`src/rtl/cordic_angle_sequencer.sv`:
```
// CORDIC angle front-end and sequencer.
// Takes a signed Q16.16 angle and reduces it to [-pi, pi] in 2*pi steps. It folds the
// angle into [-pi/2, pi/2], starts the CORDIC core, and waits a fixed number of cycles.
// It then captures cos/sin, undoes the fold on cos, and holds the result until it is taken.
module cordic_angle_sequencer #(
  parameter int CORDIC_ITERATIONS = 16
) (
  input  logic        clk,
  input  logic        rst,
  input  logic        in_valid,
  output logic        in_ready,
  input  logic [31:0] in_theta,
  output logic        out_valid,
  input  logic        out_ready,
  output logic [31:0] out_cos,
  output logic [31:0] out_sin,
  output logic        busy,
  output logic        cordic_init,
  output logic [31:0] cordic_theta,
  input  logic [31:0] cordic_cos,
  input  logic [31:0] cordic_sin
);

  // Q16.16 angle constants.
  localparam logic signed [31:0] PI       = 32'sd205887;
  localparam logic signed [31:0] NEG_PI   = -32'sd205887;
  localparam logic signed [31:0] HALF_PI  = 32'sd102944;
  localparam logic signed [31:0] NEG_HALF = -32'sd102944;
  localparam logic signed [31:0] TWO_PI   = 32'sd411775;

  // The wait counter runs 0..CORDIC_ITERATIONS+1. The capture happens on the last count.
  localparam int              CNT_W    = $clog2(CORDIC_ITERATIONS + 2) + 1;
  localparam logic [CNT_W-1:0] CNT_LAST = CNT_W'(CORDIC_ITERATIONS + 1);

  typedef enum logic [2:0] {
    S_IDLE,
    S_REDUCE,
    S_FOLD,
    S_START,
    S_WAIT,
    S_DONE
  } state_t;

  state_t             state_reg;
  state_t             state_next;
  logic signed [31:0] t_reg;
  logic               neg_reg;
  logic [CNT_W-1:0]   cnt_reg;
  logic [31:0]        theta_reg;
  logic [31:0]        cos_reg;
  logic [31:0]        sin_reg;

  logic               t_above;
  logic               t_below;

  assign t_above = (t_reg > PI);
  assign t_below = (t_reg < NEG_PI);

  // State register.
  always_ff @(posedge clk) begin
    if (rst) begin
      state_reg <= S_IDLE;
    end else begin
      state_reg <= state_next;
    end
  end

  // Next-state decode and Moore outputs.
  always_comb begin
    state_next  = state_reg;
    in_ready    = 1'b0;
    out_valid   = 1'b0;
    busy        = 1'b1;
    cordic_init = 1'b0;
    case (state_reg)
      S_IDLE: begin
        in_ready = 1'b1;
        busy     = 1'b0;
        if (in_valid) state_next = S_REDUCE;
      end
      S_REDUCE: begin
        if (!t_above && !t_below) state_next = S_FOLD;
      end
      S_FOLD: begin
        state_next = S_START;
      end
      S_START: begin
        cordic_init = 1'b1;
        state_next  = S_WAIT;
      end
      S_WAIT: begin
        if (cnt_reg == CNT_LAST) state_next = S_DONE;
      end
      S_DONE: begin
        out_valid = 1'b1;
        // A simultaneous in_valid is ignored here. The angle is taken in IDLE.
        if (out_ready) state_next = S_IDLE;
      end
      default: begin
        state_next = S_IDLE;
      end
    endcase
  end

  // Angle reduction, fold, wait counting and result capture.
  always_ff @(posedge clk) begin
    if (rst) begin
      t_reg     <= '0;
      neg_reg   <= 1'b0;
      cnt_reg   <= '0;
      theta_reg <= '0;
      cos_reg   <= '0;
      sin_reg   <= '0;
    end else begin
      case (state_reg)
        S_IDLE: begin
          if (in_valid) t_reg <= in_theta;
        end
        S_REDUCE: begin
          // One 2*pi step per cycle. Exactly +/-pi is already in range.
          if (t_above) begin
            t_reg <= t_reg - TWO_PI;
          end else if (t_below) begin
            t_reg <= t_reg + TWO_PI;
          end
        end
        S_FOLD: begin
          // Reflect about +/-pi/2. This keeps sin unchanged and negates cos.
          if (t_reg > HALF_PI) begin
            theta_reg <= PI - t_reg;
            neg_reg   <= 1'b1;
          end else if (t_reg < NEG_HALF) begin
            theta_reg <= NEG_PI - t_reg;
            neg_reg   <= 1'b1;
          end else begin
            theta_reg <= t_reg;
            neg_reg   <= 1'b0;
          end
        end
        S_START: begin
          cnt_reg <= '0;
        end
        S_WAIT: begin
          cnt_reg <= cnt_reg + 1'b1;
          if (cnt_reg == CNT_LAST) begin
            cos_reg <= neg_reg ? (32'd0 - cordic_cos) : cordic_cos;
            sin_reg <= cordic_sin;
          end
        end
        default: begin
        end
      endcase
    end
  end

  assign cordic_theta = theta_reg;
  assign out_cos      = cos_reg;
  assign out_sin      = sin_reg;

endmodule

```
`config.mk`:
```
export PLATFORM = sky130hd
export DESIGN_NAME = cordic_angle_sequencer
export DESIGN_NICKNAME = d
export VERILOG_FILES = /design/src/rtl/cordic_angle_sequencer.sv
export SDC_FILE = /design/constraint.sdc
export NUM_CORES = 1
export LEC_CHECK = 0
export BUFFER_PORTS_ARGS = -buffer_cell sky130_fd_sc_hd__buf_2
export CORE_MARGIN = 2
export CORE_UTILIZATION = 55
export DETAILED_ROUTE_END_ITERATION = 7
export PLACE_DENSITY = 0.8
export SLEW_MARGIN = 20
export SYNTH_ARGS = -nofsm -noshare
export SYNTH_HDL_FRONTEND = slang
export SYNTH_SLANG_ARGS = --single-unit
export TNS_END_PERCENT = 20
```
`constraint.sdc`:
```
create_clock -name clk -period 7.49 [get_ports clk]
set_clock_uncertainty 0.1 [all_clocks]
set_input_delay 0.3745 -clock clk [delete_from_list [all_inputs] [get_ports clk]]
set_output_delay 0.3745 -clock clk [all_outputs]
set_load 0.005 [all_outputs]
```
==> results by group, run 1 <==
Power
  – Sw Ratio: between 40% and 50%
  – Pwr dens: between 300 and 400 nW/µm²
  – Peak VDD IR: 219.6 µV
  – Clock share of power: 24.0%
  – P_leak: 0.004270 µW
  – Flop pwr share: 27.1%
  – Net Sw Power: between 1000 and 1500 µW
  – P_int: 1867 µW
  – Share of total power in combinational logic: about 49%

Worst setup path
  – CP required: 7.70 ns
  – Reg2Reg Capture Point: t_reg[23]
  – Worst R2R Start: t_reg[6]
  – R2R Setup Slk: 2.02 ns
  – Crit end category: register
  – Reg2reg path depth: 17
  – Type of origin of the critical path: register
  – Crit path DAT: between 5 and 6 ns
  – Crit-path max FO: 34
  – Critical path class: reg2reg

Yosys
  – Synth area leaders: dfxtp_1 (30%), a21oi_1 (7.8%), nand2_1 (7.5%)
  – Mapped Area: 9161 µm²
  – Yosys warns: 0
  – Post-Synthesis Cells: 1234
  – Yosys top cell by area: dfxtp_1
  – FFs w/ async S/R, synth: 0%
  – Register area share after synthesis: about 30%
  – Yosys top cell area share: 30.16%
  – Syn Nets: 1364
  – Mapped Avg Cell Area: 7.424 µm²
  – Unique cell type count in the Yosys netlist: 80
  – Number of flops mapped to enable cells by yosys: 0
  – Synthesized flop and latch total: 138
  – Main flop type after synthesis: dfxtp_1

Timing
  – Setup_tns: 0 ns
  – Crit share post-route: 72.97%
  – Final Hold Viols: 0
  – Tmin final: 5.466 ns
  – RSZ-0062 raised after global routing: false
  – Final Setup Violations: 0
  – Final Slew Violations: 0
  – Fmax: around 0.18 GHz
  – Slew @ Worst Pin: slightly above 1 ns
  – Slew headroom: around a third

Route
  – Routed len/inst: 17.29 µm
  – DR pass1 iterations: 5
  – 1st-iter DRT viols: 917
  – Routed Antenna Nets: 0
  – # DRC: 0
  – Vias/cell: 6.182
  – WL final: around 27000 µm
  – Via count: 9817

Clock tree
  – CTS buffer count: 17
  – # hold bufs at CTS: 0
  – Post-CTS resize count: 0
  – Clk buf depth: 2
  – Clk slew on worst S/H paths: 0.07 ns
  – CTS H-tree depth: 4
  – Sink Count: 138
  – Clock Tree Root: clkbuf_16
  – Clk_lat worst skew: around 0.43 ns
  – CTS tree: done
  – Postcts setup bufs: 0

Global route
  – Global-route wire length before repair: 43360 µm
  – Global Route Usage Sum: 29.92%
  – Pin count of the biggest net entering global routing: 96
  – Number of global-route vias before repair: 8634
  – Overflow after GRT: 0
  – Initial antenna violation count: 0

Floorplanning
  – Initial Utilization: 55.84%
  – FP Rows: 47
  – Core ar.: 16410 µm²
  – Die Width: 133.1 µm
  – Chip height: 133.1 µm
  – Boundary pin count: 200
  – Die area: 17710 µm²

Status
  – Outcome: completed

Placed design
  – Buffers on Ports: 199
  – Dpl cell area: 10110 µm²
  – Placed wire-length estimate: 19040 µm
  – Placed insts: 1556
  – Gpl congestion: 0.9216

Final layout
  – Area delta synth->final: 16.43%
  – Final instance area: around 11000 µm²
  – Layout cells sized above 1: 19.44%
  – Final std cells w/o fill: 1588
  – Ant diodes: 0
  – Fill count: 1483
  – Final net count: 1485
  – Final core occ: 65.01%

Hold path
  – Hold Crit Class: in2reg
  – Worst Hold End: out_sin[15]
  – Min-delay src: cordic_sin[15]
  – Hold Crit Depth: 3

Job
  – MaxCap Viol Count: 0
-- power groups by stage --
| stage | clock network (µW) | registers [µW] | logic (µW) |
|---|---|---|---|
| floorplan | 0 | 826 | 1330 |
| global placement | 0 | 914 | 1580 |
| detailed placement | 0 | 917 | 1600 |
| CTS | 810 | 900 | 1610 |
| global route | 838 | 915 | 1800 |
| finish | 805 | 909 | 1640 |
-- metrics by stage --
stage               total power [µW]  setup slack [ns]  hold WS, ns
finish                          3355             2.024      0.07683
global route                    3553             1.672      0.06931
CTS                             3320             2.146      0.06441
detailed placement              2518             2.190       0.3407
global placement                2499             2.310       0.3368
floorplan                       2160             2.148       0.3399
-- synthesized netlist by cell type (all sizes together), types with 6 or more instances --
cell,instances
or3,14
clkbuf,100
and3,12
a31oi,17
o41ai,10
nand4,20
a21o,18
nor2b,7
a221oi,6
inv,27
a311oi,8
o211ai,9
nand3,31
dfxtp,138
nand2,182
o22ai,6
nor4,16
o31ai,12
or4,12
nor2,94
a211oi,46
xnor2,34
o21ai,54
mux2i,10
a21oi,143
and2,10
ha,30
xor2,40
nor3,28
or2,7
buf,9
-- final cells by class --
type                            count  area, µm²  share of cell area (%)
Multi-Input combinational cell    960       5881                   55.13
Sequential cell                   138       2763                   25.90
Timing Repair Buffer              211       1089                   10.21
Clock buffer                       17      425.4                   3.988
Tap cell                          220      275.3                   2.581
Clock inverter                     15      132.6                   1.243
Inverter                           27      101.3                  0.9501
-- cells in the final DEF, fill, tap and decap left out, types with 5 or more instances in the layout --
master,count
nor2b_1,7
a22oi_1,5
nand2_1,182
o22ai_1,6
or2_2,6
o31ai_1,11
a311oi_1,7
clkbuf_16,17
nand3_1,31
o21ai_0,52
xnor2_1,34
nor4_1,16
ha_1,30
o211ai_1,9
a21oi_1,143
mux2i_1,10
nor2_1,94
xor2_1,40
nand3b_1,5
nor3_1,28
a32oi_1,5
a21o_1,18
o41ai_1,9
nand4_1,20
inv_1,26
or4_1,10
buf_4,13
and2_1,10
or3_1,14
a31oi_1,15
a221oi_1,6
dfxtp_1,138
and4_1,5
a211oi_1,46
and3_1,11
buf_2,198
-- how the worst max path moves through the flow --
stage / startpoint / depth (start not counted) / slack (ns) / end
2_1_floorplan: t_reg[6] / 20 / 2.15 / t_reg[26]
3_3_place_gp: t_reg[6] / 17 / 2.31 / t_reg[23]
3_5_place_dp: t_reg[6] / 17 / 2.19 / t_reg[26]
4_1_cts: t_reg[6] / 17 / 2.15 / t_reg[26]
5_1_grt: t_reg[6] / 17 / 1.67 / t_reg[23]
6_report: t_reg[6] / 17 / 2.02 / t_reg[23]
-- routing by layer --
metal / vias to the layer above / share of wire (%) / wire [µm] / global-route usage [%]
met2: 433 / 47 / 13010 / 48.79
met4: 0 / 3.0 / 828 / 12.84
met5: - / 0 / 0 / 0
li1: 4716 / - / - / -
met1: 4595 / 43 / 11890 / 39.21
met3: 73 / 6.3 / 1731 / 4.866
-- logic make-up (layout without fill, tap and decap cells) --
kind of cell	after synthesis	count (layout)	share of synthesized area [%]
AND/OR/NAND/NOR	458	458	23.64
XOR/XNOR	74	74	7.075
buffers and inverters	136	270	5.791
multiplexers	13	13	1.461
adder cells (fa/ha/maj)	32	32	4.357
flip-flops	138	138	30.16
AO/OA/AOI/OAI	383	383	27.52
-- worst max-delay path, stage by stage (launching register included) --
cell and delay, ns:
dfxtp_1 0.70, inv_1 0.22, ha_1 0.29, nor3b_1 0.19, o211a_1 0.27, o31a_1 0.28
buf_4 0.23, inv_2 0.51, ha_1 0.42, a21oi_1 0.37, nand2_1 0.16, a21oi_1 0.21
nand2_1 0.07, o211ai_1 0.32, o311ai_2 0.26, a21oi_1 0.37, nor4_1 0.09, a211o_1 0.29
Power figures use the tool's default switching activity.
==> run 2: changes to the inputs <==
CORE_UTILIZATION = 50   (was 55)
PLACE_DENSITY = 0.76   (was 0.8)
clock period = 4.4 ns   (was 7.49 ns; I/O delays follow)
==> run 2 against run 1 <==
Effect of this change:
- wire length is 10% higher
- clock power increased by 81%
- sequential power grew 54%
- final area is 9.4% higher
- largest power group unchanged
- power increased by 87%
- worst setup slack worse by 1.9 ns
- register-to-register slack worse by 1.9 ns
- via count increased by 3.9%
==> results by group, run 2 (synthesis gave the netlist of run 1 again) <==
Status
  – Outcome: completed

Power
  – Peak VDD IR: 342.2 µV
  – P_int: approximately 3600 µW
  – Clock share of power: 23.3%
  – Share of total power in combinational logic: 54.4%
  – Net Sw Power: 2684 µW
  – P_leak: 0.004758 µW
  – Flop pwr share: 22.3%
  – Pwr dens: 536.3 nW/µm²
  – Sw Ratio: 42.88%

Clock tree
  – CTS H-tree depth: 4
  – Sink Count: 138
  – Clk slew on worst S/H paths: 0.07 ns
  – Clk_lat worst skew: ~0.44 ns
  – Clk buf depth: 2
  – CTS buffer count: 17
  – CTS tree: done
  – Clock Tree Root: clkbuf_16

Route
  – Vias/cell: between 6 and 7
  – 1st-iter DRT viols: approximately 920
  – DR pass1 iterations: 6
  – Via count: 10200
  – Routed len/inst: 17.90 µm
  – Routed Antenna Nets: 0
  – WL final: 30260 µm
  – # DRC: 0

Timing
  – Fin Hold WS: 0.01225 ns
  – Slew headroom: 29.83%
  – RSZ-0062 raised after global routing: true
  – Fmax: ~0.23 GHz
  – Final Hold Viols: 0
  – Worst setup margin: 0.08552 ns
  – Final Setup Violations: 0
  – Final Slew Violations: 0
  – Slew @ Worst Pin: 1.051 ns
  – Crit share post-route: 98.06%
  – Tmin final: 4.314 ns

Worst setup path
  – Type of origin of the critical path: register
  – Reg2Reg Capture Point: t_reg[26]
  – Worst R2R Start: t_reg[23]
  – CP required: 4.65 ns
  – Reg2reg path depth: 15
  – R2R Setup Slk: 0.09 ns
  – Crit end category: register
  – Crit-path max FO: 6
  – Crit path DAT: 4.56 ns
  – Critical path class: reg2reg

Placed design
  – Gpl congestion: 0.9964
  – Placed wire-length estimate: 20660 µm
  – Placed insts: approximately 1600
  – Pre-CTS WS: 0.02851 ns
  – Buffers on Ports: 199

Global route
  – Pin count of the biggest net entering global routing: 96
  – Number of global-route vias before repair: around 9500
  – Global Route Usage Sum: 30.11%
  – Overflow after GRT: 0
  – Initial antenna violation count: 0
  – Global-route wire length before repair: ~48000 µm

Hold path
  – Min-delay src: in_theta[30]
  – Worst Hold End: t_reg[30]
  – Hold Crit Class: in2reg
  – Hold Crit Depth: 3

Floorplanning
  – Chip height: 139.4 µm
  – Die area: a little under 20000 µm²
  – Die Width: 139.4 µm
  – Initial Utilization: 51.00%
  – Boundary pin count: 200
  – FP Rows: 49
  – Core ar.: 17960 µm²

Final layout
  – Ant diodes: 0
  – Most common cell after layout, fill and taps aside: buf_2
  – Fill count: roughly 1600
  – Final std cells w/o fill: approximately 1700
  – Area delta synth->final: 27.41%
  – Layout cells sized above 1: a little under a quarter
  – Final core occ: 64.98%
  – Final net count: 1578
  – Most frequent cells in the layout: buf_2 (199), nand2_1 (181), a21oi_1 (138)

Job
  – MaxCap Viol Count: 0
[run 2: cell type report]
cell class	instances	area (µm²)	area share, %
Sequential cell	138	2765	23.69
Clock buffer	17	425.4	3.645
Tap cell	229	286.5	2.455
Clock inverter	15	173.9	1.490
Multi-Input combinational cell	960	6013	51.52
Timing Repair Buffer	304	1902	16.29
Inverter	27	106.4	0.9111
[run 2: worst max-delay path: stages (launching register included)]
cell and delay, ns:
dfxtp_2 0.32, or4_4 0.55, o41ai_4 0.39, o31a_1 0.28, clkinv_4 0.08, buf_12 0.14
ha_4 0.30, nand4_1 0.15, nor4_2 0.25, nor3_1 0.07, mux2i_1 0.24, a31oi_4 0.07
o311a_4 0.39, o221a_4 0.22, or4_4 0.42, a311oi_2 0.27
[run 2: how the worst max path moves through the flow]
stage               startpoint         to  slack, ns  cells past startpoint
floorplan            t_reg[22]  t_reg[26]      -0.15                     17
global route         t_reg[23]  t_reg[26]      -0.07                     15
CTS                  t_reg[25]  t_reg[26]      0.005                     14
global placement     t_reg[22]  t_reg[26]       0.07                     15
finish               t_reg[23]  t_reg[26]       0.09                     15
detailed placement   t_reg[22]  t_reg[26]       0.03                     14
[run 2: power by group through the flow]
stage          Combinational, µW  Clock, µW  Sequential (µW)
4_1_cts                     3150       1470             1390
3_5_place_dp                3100          0             1420
3_3_place_gp                3070          0             1420
6_report                    3400       1460             1400
5_1_grt                     3700       1540             1400
2_1_floorplan               2350          0             1410
[run 2: routing by layer]
layer	routed length [µm]	up-vias	track usage (%)	share of wire, %
met2	14410	416	49.51	48
li1	-	4903	-	-
met4	1459	0	15.36	4.8
met5	0	-	0	0
met3	1627	106	5.093	5.4
met1	12760	4777	38.09	42
[run 2: what timing repair did]
action	4_1_cts	5_1_grt
resized for setup	0	22
setup endpoints to repair	1	14
endpoints found under the hold margin	37	0
pin swaps	1	16
hold buffers	37	0
gates cloned	0	0
buffers inserted	1	11
[run 2: per-stage QoR]
stage	total power [µW]	setup TNS (ns)	instance area, µm²
final	6260	0	11670
after floorplan	3756	-0.1500	9265
after CTS	6011	0	11480
after global placement	4485	0	10500
after detailed placement	4514	0	10500
after global routing	6637	-0.2109	11670
